<file path="config.mk">
export PLATFORM = sky130hd
export DESIGN_NAME = pipe_word_serializer
export DESIGN_NICKNAME = d
export VERILOG_FILES = /design/src/rtl/pipe_word_serializer_pkg.sv /design/src/rtl/pipe_word_serializer.sv
export SDC_FILE = /design/constraint.sdc
export NUM_CORES = 1
export LEC_CHECK = 0
export ABC_AREA = 1
export CORE_MARGIN = 4
export CORE_UTILIZATION = 30
export DETAILED_ROUTE_END_ITERATION = 6
export DONT_BUFFER_PORTS = 1
export PLACE_DENSITY_LB_ADDON = 0.3
export SYNTH_ARGS = -nofsm -noshare
export SYNTH_HDL_FRONTEND = slang
export SYNTH_SLANG_ARGS = --single-unit
</file>
<file path="constraint.sdc">
create_clock -name CLK -period 1.85 [get_ports CLK]
set_clock_uncertainty 0.05 [all_clocks]
set_input_delay 0.0925 -clock CLK [delete_from_list [all_inputs] [get_ports CLK]]
set_output_delay 0.0925 -clock CLK [all_outputs]
set_load 0.005 [all_outputs]
</file>
<file path="src/rtl/pipe_word_serializer_pkg.sv">
// Shared field layout, state type and word-select helpers for the
// 144-bit indication pipe to 32-bit word serializer.
package pipe_word_serializer_pkg;

  localparam int PIPE_W      = 144;
  localparam int WORD_W      = 32;
  localparam int METHOD_LSB  = 128;
  localparam int PORTAL_LSB  = 112;
  localparam int PAYLOAD_LSB = 16;
  localparam int LEN_LSB     = 0;
  localparam int FIELD_W     = 16;
  localparam int MAX_WORDS   = 4;

  typedef enum logic [0:0] {
    IDLE = 1'b0,
    SEND = 1'b1
  } state_t;

  function automatic logic len_bad(input logic [FIELD_W-1:0] len);
    return (len == 16'd0) || (len > 16'(MAX_WORDS));
  endfunction

  // Length 0 still emits the header; oversize lengths are cut to MAX_WORDS.
  function automatic logic [2:0] clamp_len(input logic [FIELD_W-1:0] len);
    logic [2:0] r;
    if (len == 16'd0) begin
      r = 3'd1;
    end else if (len > 16'(MAX_WORDS)) begin
      r = 3'(MAX_WORDS);
    end else begin
      r = len[2:0];
    end
    return r;
  endfunction

  function automatic logic [WORD_W-1:0] word_sel(input logic [FIELD_W-1:0] method,
                                                 input logic [95:0]        payload,
                                                 input logic [2:0]         eff_len,
                                                 input logic [2:0]         idx);
    logic [WORD_W-1:0] w;
    case (idx)
      3'd0:    w = {method, 13'd0, eff_len};
      3'd1:    w = payload[95:64];
      3'd2:    w = payload[63:32];
      3'd3:    w = payload[31:0];
      default: w = 32'd0;
    endcase
    return w;
  endfunction

endpackage

</file>
<file path="src/rtl/pipe_word_serializer.sv">
// Accepts one packed 144-bit message per handshake and streams it out as a
// header word followed by up to three payload words on a valid/ready link.
module pipe_word_serializer
  import pipe_word_serializer_pkg::*;
#(
  parameter int COUNT_W = 16
) (
  input  logic                 CLK,
  input  logic                 RST,
  input  logic                 enq_ena,
  input  logic [PIPE_W-1:0]    enq_v,
  output logic                 enq_rdy,
  output logic                 out_valid,
  output logic [WORD_W-1:0]    out_data,
  output logic                 out_last,
  output logic [FIELD_W-1:0]   out_portal,
  input  logic                 out_ready,
  output logic [COUNT_W-1:0]   msg_count,
  output logic                 len_err
);

  // The length field is folded into eff_len_r, so only the upper fields are held.
  localparam int HOLD_W = PIPE_W - PAYLOAD_LSB;

  state_t              state_r;
  state_t              state_nxt_s;
  state_t              state_base_s;
  logic [HOLD_W-1:0]   msg_r;
  logic [2:0]          eff_len_r;
  logic [2:0]          idx_r;
  logic [COUNT_W-1:0]  count_r;
  logic                err_r;
  logic                last_s;
  logic                beat_s;
  logic                rdy_s;
  logic                accept_s;
  logic [FIELD_W-1:0]  enq_len_s;

  assign enq_len_s = enq_v[LEN_LSB +: FIELD_W];

  // Handshake decode and next-state selection
  always_comb begin
    last_s       = 1'b0;
    beat_s       = 1'b0;
    rdy_s        = 1'b0;
    state_base_s = IDLE;
    case (state_r)
      IDLE: begin
        rdy_s        = 1'b1;
        state_base_s = IDLE;
      end
      SEND: begin
        last_s = (idx_r == (eff_len_r - 3'd1));
        beat_s = out_ready;
        rdy_s  = last_s && out_ready;
        if (beat_s && last_s) begin
          state_base_s = IDLE;
        end else begin
          state_base_s = SEND;
        end
      end
      default: begin
        state_base_s = IDLE;
      end
    endcase
    accept_s    = enq_ena && rdy_s;
    state_nxt_s = accept_s ? SEND : state_base_s;
  end

  // State register
  always_ff @(posedge CLK) begin
    if (RST) begin
      state_r <= IDLE;
    end else begin
      state_r <= state_nxt_s;
    end
  end

  // Message hold, word index, counter and sticky error
  always_ff @(posedge CLK) begin
    if (RST) begin
      msg_r     <= {HOLD_W{1'b0}};
      eff_len_r <= 3'd0;
      idx_r     <= 3'd0;
      count_r   <= {COUNT_W{1'b0}};
      err_r     <= 1'b0;
    end else if (accept_s) begin
      msg_r     <= enq_v[PIPE_W-1:PAYLOAD_LSB];
      eff_len_r <= clamp_len(enq_len_s);
      idx_r     <= 3'd0;
      count_r   <= count_r + {{(COUNT_W-1){1'b0}}, 1'b1};
      err_r     <= err_r | len_bad(enq_len_s);
    end else if (beat_s && !last_s) begin
      idx_r <= idx_r + 3'd1;
    end
  end

  assign enq_rdy    = rdy_s;
  assign out_valid  = (state_r == SEND);
  assign out_last   = last_s;
  assign out_portal = msg_r[PORTAL_LSB-PAYLOAD_LSB +: FIELD_W];
  assign out_data   = word_sel(msg_r[METHOD_LSB-PAYLOAD_LSB +: FIELD_W],
                               msg_r[95:0], eff_len_r, idx_r);
  assign msg_count  = count_r;
  assign len_err    = err_r;

endmodule

</file>
==> results of run 1 <==
## layout make-up
cell class | instances | area share
Tap cell | 324 | 0.0361
Sequential cell | 152 | 0.272
Antenna cell | 4 | 0.000892
Clock inverter | 14 | 0.0174
Clock buffer | 17 | 0.0379
Timing Repair Buffer | 172 | 0.220
Timing Repair inverter | 2 | 0.00290
Multi-Input combinational cell | 839 | 0.399
Inverter | 26 | 0.0136
## worst reg2reg max path, stage by stage (launching register included)
cell and delay [ns]:
sky130_fd_sc_hd__dfxtp_2 0.33, sky130_fd_sc_hd__inv_2 0.05, sky130_fd_sc_hd__ha_4 0.26, sky130_fd_sc_hd__inv_2 0.03, sky130_fd_sc_hd__nand2_2 0.05, sky130_fd_sc_hd__nand2_2 0.06, sky130_fd_sc_hd__nor2_4 0.13, sky130_fd_sc_hd__nand3_4 0.11
sky130_fd_sc_hd__nand2_8 0.14, sky130_fd_sc_hd__buf_12 0.18, sky130_fd_sc_hd__clkbuf_16 0.19, sky130_fd_sc_hd__nand3b_1 0.10, sky130_fd_sc_hd__nand2_1 0.08, sky130_fd_sc_hd__nor2_1 0.04
## stage by stage
| stage | total power (W) | TNS, ns |
|---|---|---|
| after global placement | 0.00466 | -11.82 |
| after floorplan | 0.00450 | 0 |
| after global routing | 0.00947 | -13.77 |
| after CTS | 0.00870 | -2.86 |
| after detailed placement | 0.00467 | -14.19 |
| final | 0.00909 | -0.676 |
## path summary, 6_finish.rpt
path | startpoint | endpoint | depth (start not counted)
min reg2reg | len_err | len_err | 2
min | RST | msg_count[4] | 1
max | idx_r[2] | out_data[26] | 6
max reg2reg | eff_len_r[0] | msg_r[12] | 13
## power by group
part / internal (W) / total, W / switching (W)
Combinational: 0.000832 / 0.00162 / 0.000790
Sequential: 0.00352 / 0.00369 / 0.000176
Clock: 0.00227 / 0.00377 / 0.00150
Total: 0.00662 / 0.00909 / 0.00247
## cells by family after synthesis
family	share of synthesized area
and+or+nand+nor	0.479
DFF	0.402
buffers and inverters	0.0798
AOI/OAI and AO/OA	0.0180
xor gates and xnor gates	0.0104
adders and majority gates	0.0116
## cells in the mapped netlist, drive strengths merged
master / count
nand2: 293
clkbuf: 45
xnor2: 3
nand4: 25
inv: 26
nand3b: 129
xor2: 6
nor3: 1
buf: 47
ha: 7
dfxtp: 152
o2111ai: 3
nor2: 291
nand3: 59
a21oi: 18
o21ai: 4
## flip-flops by register name, indices dropped and copies added (netlist names)
register,flops
idx_r,3
eff_len_r,3
msg_r,128
len_err,1
out_valid,1
msg_count,16
## metal layers
metal	up-vias	share of wire
met5	-	0.00044
met4	2	0.013
met3	26	0.065
met2	234	0.50
met1	3610	0.42
li1	3750	-
## repair_timing
action                                  4_1_cts  5_1_grt
endpoints found under the setup margin      185      186
hold buffers                                 53       31
cloned                                        9       33
resized for setup                            52      170
pin swaps                                    20       71
setup buffers                                 4       10
endpoints found under the hold margin       152      148
==> parameters.txt, run 1 <==
Parameter                              Value

Worst setup path
  Slowest-stage cell, CP ... sky130_fd_sc_hd__dfxtp_4
  CP most frequent cell ... sky130_fd_sc_hd__buf_12
  Peak per-stage delay on the critical path ... 0.38 ns
  Arrival time reported for the critical path endpoint ... 1.76 ns
  Count of buffering cells on the critical path with inverters included ... 3
  Data required time of the critical path ... 1.71 ns
  Largest fanout of any net on the critical path ... 8
  CP delay by family, top ... buffers and inverters
  Type of destination of the critical path ... output port
  Slack of the worst reg-to-reg path ... -0.05 ns
  Cell chain of the critical path ... clkinvlp_4 -> buf_12 -> ha_4 -> buf_12 -> nand2_4 -> nand4_1
  Critical path class ... reg2out
  Startpoint Class ... flip-flop

Place
  Weighted congestion reported at the end of routability-driven placement ... 0.786
  Placed cell count ... 1,375
  Number of I/O port buffers ... 0
  DP Wirelength ... 16,000 um
  Placed inst area ... 7880 um2
  Worst slack after detailed placement ... -0.142 ns

Timing
  Post-route minimum period ... 1.90 ns
  Min setup slack post-route ... -0.0504 ns
  Setup repair after global routing missed its margin ... true
  Pins Over Slew Limit ... 0
  Headroom to the max-slew limit ... 0.698
  Pin slew with the least headroom to its limit ... 0.453 ns
  Hold Slack ... -0.322 ns
  Final count of hold timing violations ... 148
  Final period util ... 1.03
  Number of setup violations in the final report ... 43
  Maximum frequency from static timing analysis ... 0.526 GHz

Cells and area
  Sequential cell area ... 3050 um2
  Fill cell count ... 2,432
  Final instance area ... 11,200 um2
  Area Growth Syn to Fin ... 48.1%
  Layout Utilization ... 0.456
  Fraction of layout instances using a drive strength above 1 ... 0.200
  Post-Layout Cell Count ... 1,550
  Most used cells in the layout excluding fill and tap cells ... 251 x sky130_fd_sc_hd__nand2_1, 244 x sky130_fd_sc_hd__nor2_1, 147 x sky130_fd_sc_hd__dfxtp_1
  Area of the multi-input gates ... 4480 um2
  Net total in the final layout ... 1,365
  Most common cell after layout, fill and taps aside ... sky130_fd_sc_hd__nand2_1

Clock tree
  Clock transition at the registers of the reported paths ... 0.07 ns
  Number of buffers inserted during clock tree synthesis ... 17
  Clock Sink Count ... 152
  Insertion delay to the later sink of the worst-skew pair ... 0.42 ns
  TritonCTS clock tree ... done
  Library cell used as clock root buffer ... sky130_fd_sc_hd__clkbuf_16
  Maximum count of clock buffers along a single path ... 2
  H-tree depth reported by CTS ... 4

Hold path
  Path type of the worst min-delay path ... in2reg

Run status
  Outcome ... complete, but fails checks
  Failing checks ... negative hold slack, negative setup slack

Global route
  Fraction of met2 tracks used by global routing ... 0.292
  Met1 Usage GRT ... 0.224
  Aggregate global-route resource usage ... 0.176
  Largest net degree at the start of global routing ... 149
  Via count of the first global-routing pass ... 6,953
  Most Used Layer, Global Route ... met2
  Residual overflow from global routing ... 0
  Antenna violations before repair ... 5
  Wire length of the first global-routing pass ... 39,000 um
  Met3 track utilization from global routing ... 0.0552

Yosys
  Post-Synthesis Cell Area ... 7580 um2
  Yosys Warn Count ... 0
  Sequential area share after synthesis ... 0.402
  Biggest area contributors in the synthesized netlist ... sky130_fd_sc_hd__dfxtp_1 40%, sky130_fd_sc_hd__nand2_1 14%, sky130_fd_sc_hd__nor2_1 14%
  Top cell type's share of synthesized area ... 0.402
  Yosys top cell by area ... sky130_fd_sc_hd__dfxtp_1
  Distinct cell type count after synthesis ... 22
  Avg Inst Size Synth ... 6.83 um2
  Syn Nets ... 1,264
  Flip-flop and latch count after synthesis ... 152
  Count of mapped cells out of synthesis ... 1,109

Floorplan
  Placeable core area ... 24,600 um2
  Area of the die ... 27,900 um2
  Chip Width ... 167 um
  Total I/O pin count ... 216
  Initial Util ... 0.308
  Rows ... 57
  Overall die height ... 167 um

Route
  DR pass1 iterations ... 5
  Wire length after detailed routing ... 29,700 um
  Antenna viol nets, final ... 0
  Total DRC errors in the routed layout ... 0
  Via Count ... 7,622
  Vias per cell ... 4.92
  Number of DRC markers in iteration 0 ... 616
  Routed WL per cell ... 19.2 um

Power and ir drop
  LEAKAGE ... 4.81 nW
  Worst IR Drop VDD ... 504 uV
  Power per cell area ... 810 nW/um2

Flow run
  Max Cap Violations ... 0
(Power assumes the default switching activity.)
==> inputs of run 2 (changes only) <==
--- a/config.mk
+++ b/config.mk
@@ -5,7 +5,7 @@
 export SDC_FILE = /design/constraint.sdc
 export NUM_CORES = 1
 export LEC_CHECK = 0
-export ABC_AREA = 1
+export ABC_AREA = 0
 export CORE_MARGIN = 4
 export CORE_UTILIZATION = 30
 export DETAILED_ROUTE_END_ITERATION = 6
==> parameters.txt, run 2 <==
Parameter                              Value

Route
  Total DRC errors in the routed layout ... 0 (unchanged)
  Antenna viol nets, final ... 0 (unchanged)
  Via Count ... 6,140 (-19%)
  Vias per cell ... 5.28 (+7.5%)
  DR pass1 iterations ... 5 (unchanged)
  Wire length after detailed routing ... 24,100 um (-19%)
  Routed WL per cell ... 20.7 um (+8.0%)
  Number of DRC markers in iteration 0 ... 387 (-37%)

Power and ir drop
  Worst IR Drop VDD ... 505 uV (+0.17%)
  Cell internal pwr ... 0.00572 W (-14%)
  LEAKAGE ... 3.71 nW (-23%)
  Fraction of power spent switching nets ... 0.266 (-0.00579)
  Power per cell area ... 803 nW/um2 (-0.81%)
  Logic pwr share ... 0.144 (-0.034)
  Switching power summed over all nets ... 0.00207 W (-16%)
  Register share of total power ... 0.456 (+0.049)
  Pwr Total ... 0.00780 W (-14%)
  Clk pwr share ... 0.400 (-0.015)

Yosys
  Flip-flop and latch count after synthesis ... 152 (unchanged)
  Yosys Warn Count ... 0 (unchanged)
  Dominant cell by count in the synthesized netlist ... sky130_fd_sc_hd__nand2_1
  Number of enable flip-flop cells after synthesis ... 0 (unchanged)
  Avg Inst Size Synth ... 7.86 um2 (+15%)
  Yosys top cell by area ... sky130_fd_sc_hd__dfxtp_1
  Biggest area contributors in the synthesized netlist ... sky130_fd_sc_hd__dfxtp_1 47%, sky130_fd_sc_hd__nand2_1 17%, sky130_fd_sc_hd__a21oi_1 11%
  Distinct cell type count after synthesis ... 40 (+82%)
  Count of mapped cells out of synthesis ... 821 (-26%)
  Syn Nets ... 976 (-23%)
  Post-Synthesis Cell Area ... 6450 um2 (-15%)
  Dominant register cell in the synthesized netlist ... sky130_fd_sc_hd__dfxtp_1
  Synth top cells by count ... 287 x sky130_fd_sc_hd__nand2_1, 152 x sky130_fd_sc_hd__dfxtp_1, 143 x sky130_fd_sc_hd__a21oi_1
  Post-synthesis async set-or-reset flop share ... 0 (unchanged)
  Top cell type's share of synthesized area ... 0.471 (+0.0698)
  Sequential area share after synthesis ... 0.471 (+0.0698)

Cells and area
  Top register by number of flip-flops ... msg_r
  Final instance area ... 9710 um2 (-14%)
  Fraction of layout instances using a drive strength above 1 ... 0.428 (+0.229)
  Antenna cells ... 0 (-4)
  Most used cells in the layout excluding fill and tap cells ... 194 x sky130_fd_sc_hd__nand2_1, 147 x sky130_fd_sc_hd__dfxtp_1, 86 x sky130_fd_sc_hd__a21oi_2
  Most common cell after layout, fill and taps aside ... sky130_fd_sc_hd__nand2_1
  Net total in the final layout ... 1,029 (-25%)
  Flip-flop count of the largest register, all copies and words added ... 128 (unchanged)
  Area Growth Syn to Fin ... 50.4%

Timing
  Maximum frequency from static timing analysis ... 0.497 GHz (-5.5%)
  Final count of hold timing violations ... 149 (+0.68%)
  Final period util ... 1.09 (+0.0593)
  Pin slew with the least headroom to its limit ... 0.363 ns (-0.0905 ns)
  Headroom to the max-slew limit ... 0.758 (+0.0603)
  Hold Slack ... -0.287 ns (+0.0346 ns)
  Min setup slack post-route ... -0.160 ns (-0.110 ns)
  Aggregate negative setup slack ... -10.08 ns (-9.40 ns)
  Number of setup violations in the final report ... 151 (+250%)
  Pins Over Slew Limit ... 0 (unchanged)
  Setup repair after global routing missed its margin ... true
  Post-route minimum period ... 2.01 ns (+0.110 ns)

Worst setup path
  Slowest-stage cell, CP ... sky130_fd_sc_hd__dfxtp_2
  Reg-to-reg critical path startpoint ... eff_len_r[0]
  Critical path class ... reg2reg
  Largest fanout of any net on the critical path ... 6 (-2)
  CP most frequent cell ... sky130_fd_sc_hd__buf_12
  Data required time of the critical path ... 2.09 ns (+0.38 ns)
  Peak per-stage delay on the critical path ... 0.33 ns (-0.05 ns)
  Startpoint Class ... flip-flop
  Critical Path Start ... eff_len_r[0]
  Arrival time reported for the critical path endpoint ... 2.25 ns (+0.49 ns)
  Cell chain of the critical path ... inv_2 -> ha_4 -> xor2_4 -> buf_6 -> a41o_4 -> buf_8 -> buf_12 -> buf_12 -> buf_16 -> nand2_1 -> a21oi_2
  Type of destination of the critical path ... flip-flop

Place
  Placed inst area ... 6960 um2 (-12%)
  Number of I/O port buffers ... 0 (unchanged)
  DP Wirelength ... 13,700 um (-14%)
  Weighted congestion reported at the end of routability-driven placement ... 0.754 (-4.1%)
  Worst slack after detailed placement ... -0.0772 ns (+0.0645 ns)

Global route
  Wire length of the first global-routing pass ... 35,600 um (-8.7%)
  Antenna violations before repair ... 1 (-4)
  Residual overflow from global routing ... 0 (unchanged)
  Largest net degree at the start of global routing ... 156 (+4.7%)
  Via count of the first global-routing pass ... 6,148 (-12%)
  Aggregate global-route resource usage ... 0.191 (+0.0150)

Clock tree
  TritonCTS clock tree ... done
  Clock Sink Count ... 152 (unchanged)
  Insertion delay to the later sink of the worst-skew pair ... 0.41 ns (about the same)
  Library cell used as clock root buffer ... sky130_fd_sc_hd__clkbuf_16
  Maximum count of clock buffers along a single path ... 2 (unchanged)
  Number of buffers inserted during clock tree synthesis ... 17 (unchanged)
  Clock transition at the registers of the reported paths ... 0.06 ns (about the same)
  H-tree depth reported by CTS ... 4 (unchanged)

Floorplan
  Area of the die ... 23,900 um2 (-14%)
  Total I/O pin count ... 216 (unchanged)
  Overall die height ... 155 um (-7.3%)
  Placeable core area ... 21,100 um2 (-14%)
  Initial Util ... 0.306 (-0.00186)
  Chip Width ... 155 um (-7.3%)
  Rows ... 53 (-7.0%)

Run status
  Failing checks ... negative hold slack, negative setup slack
  Outcome ... complete, but fails checks

Hold path
  Path type of the worst min-delay path ... in2reg
  Startpoint of the lowest-slack hold path ... RST

Flow run
  Max Cap Violations ... 0 (unchanged)
[run 2: cell count changes after synthesis, sizes merged, moves of 9 or more]
cell    delta
nor2     -283
nand3b   -129
a21oi    +125
nand3     -52
a22oi     +38
nand4     -20
a222oi    +13
or4       +10
clkbuf     -9
[run 2: final timing paths]
| kind | end | slack [ns] | depth (start not counted) |
|---|---|---|---|
| setup / recovery | msg_r[1] | -0.16 | 11 |
| hold / removal | eff_len_r[1] | -0.29 | 1 |
| setup reg to reg | msg_r[1] | -0.16 | 11 |
| hold reg to reg | msg_r[89] | 0.41 | 2 |
[run 2: final cells by class]
class                           instances  area (um2)
Clock buffer                           21         440
Clock inverter                         11        78.8
Fill cell                            2055       11400
Inverter                               19        73.8
Multi-Input combinational cell        573        4080
Sequential cell                       152        3050
Tap cell                              275         344
Timing Repair Buffer                  111        1640
[run 2: metal layers]
metal | share of wire | global-route usage | vias to the layer above
li1 | - | - | 2899
met1 | 0.41 | 0.232 | 3015
met2 | 0.49 | 0.318 | 196
met3 | 0.073 | 0.0632 | 28
met4 | 0.021 | 0.0664 | 2
met5 | 0.00075 | 0 | -
[run 2: critical path: cells and delay by family (launching register included)]
| family | cells | cell delay (ns) |
|---|---|---|
| DFF | 1 | 0.33 |
| adders and majority gates | 1 | 0.25 |
| xor gates and xnor gates | 1 | 0.19 |
| AOI/OAI and AO/OA | 2 | 0.29 |
| and+or+nand+nor | 1 | 0.08 |
| buffers and inverters | 6 | 0.70 |
[run 2: metrics by stage]
| stage | util | instances |
|---|---|---|
| after global placement | 0.330 | 1070 |
| after global routing | 0.460 | 1162 |
| after detailed placement | 0.330 | 1070 |
| after floorplan | - | 821 |
| after CTS | 0.430 | 1158 |
| final | 0.460 | 1162 |
[run 2: cells by family after synthesis]
group,after synthesis,share of synthesized area
simple gates,344,0.220
compound gates,212,0.197
flops,152,0.471
buf+inv,96,0.0808
fa+ha+maj,7,0.0136
xor+xnor,6,0.0105
mux,4,0.00678
[run 2: power groups by stage]
stage          Clock (W)  Combinational (W)  Sequential, W
2_1_floorplan          0           0.000487        0.00358
3_3_place_gp           0           0.000594        0.00361
4_1_cts          0.00320            0.00103        0.00355
6_report         0.00312            0.00112        0.00355
5_1_grt          0.00335            0.00121        0.00357
3_5_place_dp           0           0.000603        0.00361
[run 2: timing repair]
action,4_1_cts,5_1_grt
pin swaps,81,85
setup endpoints to repair,152,179
setup buffers,29,8
gates cloned,21,6
endpoints found under the hold margin,152,149
resized for setup,172,176
hold buffers,6,1
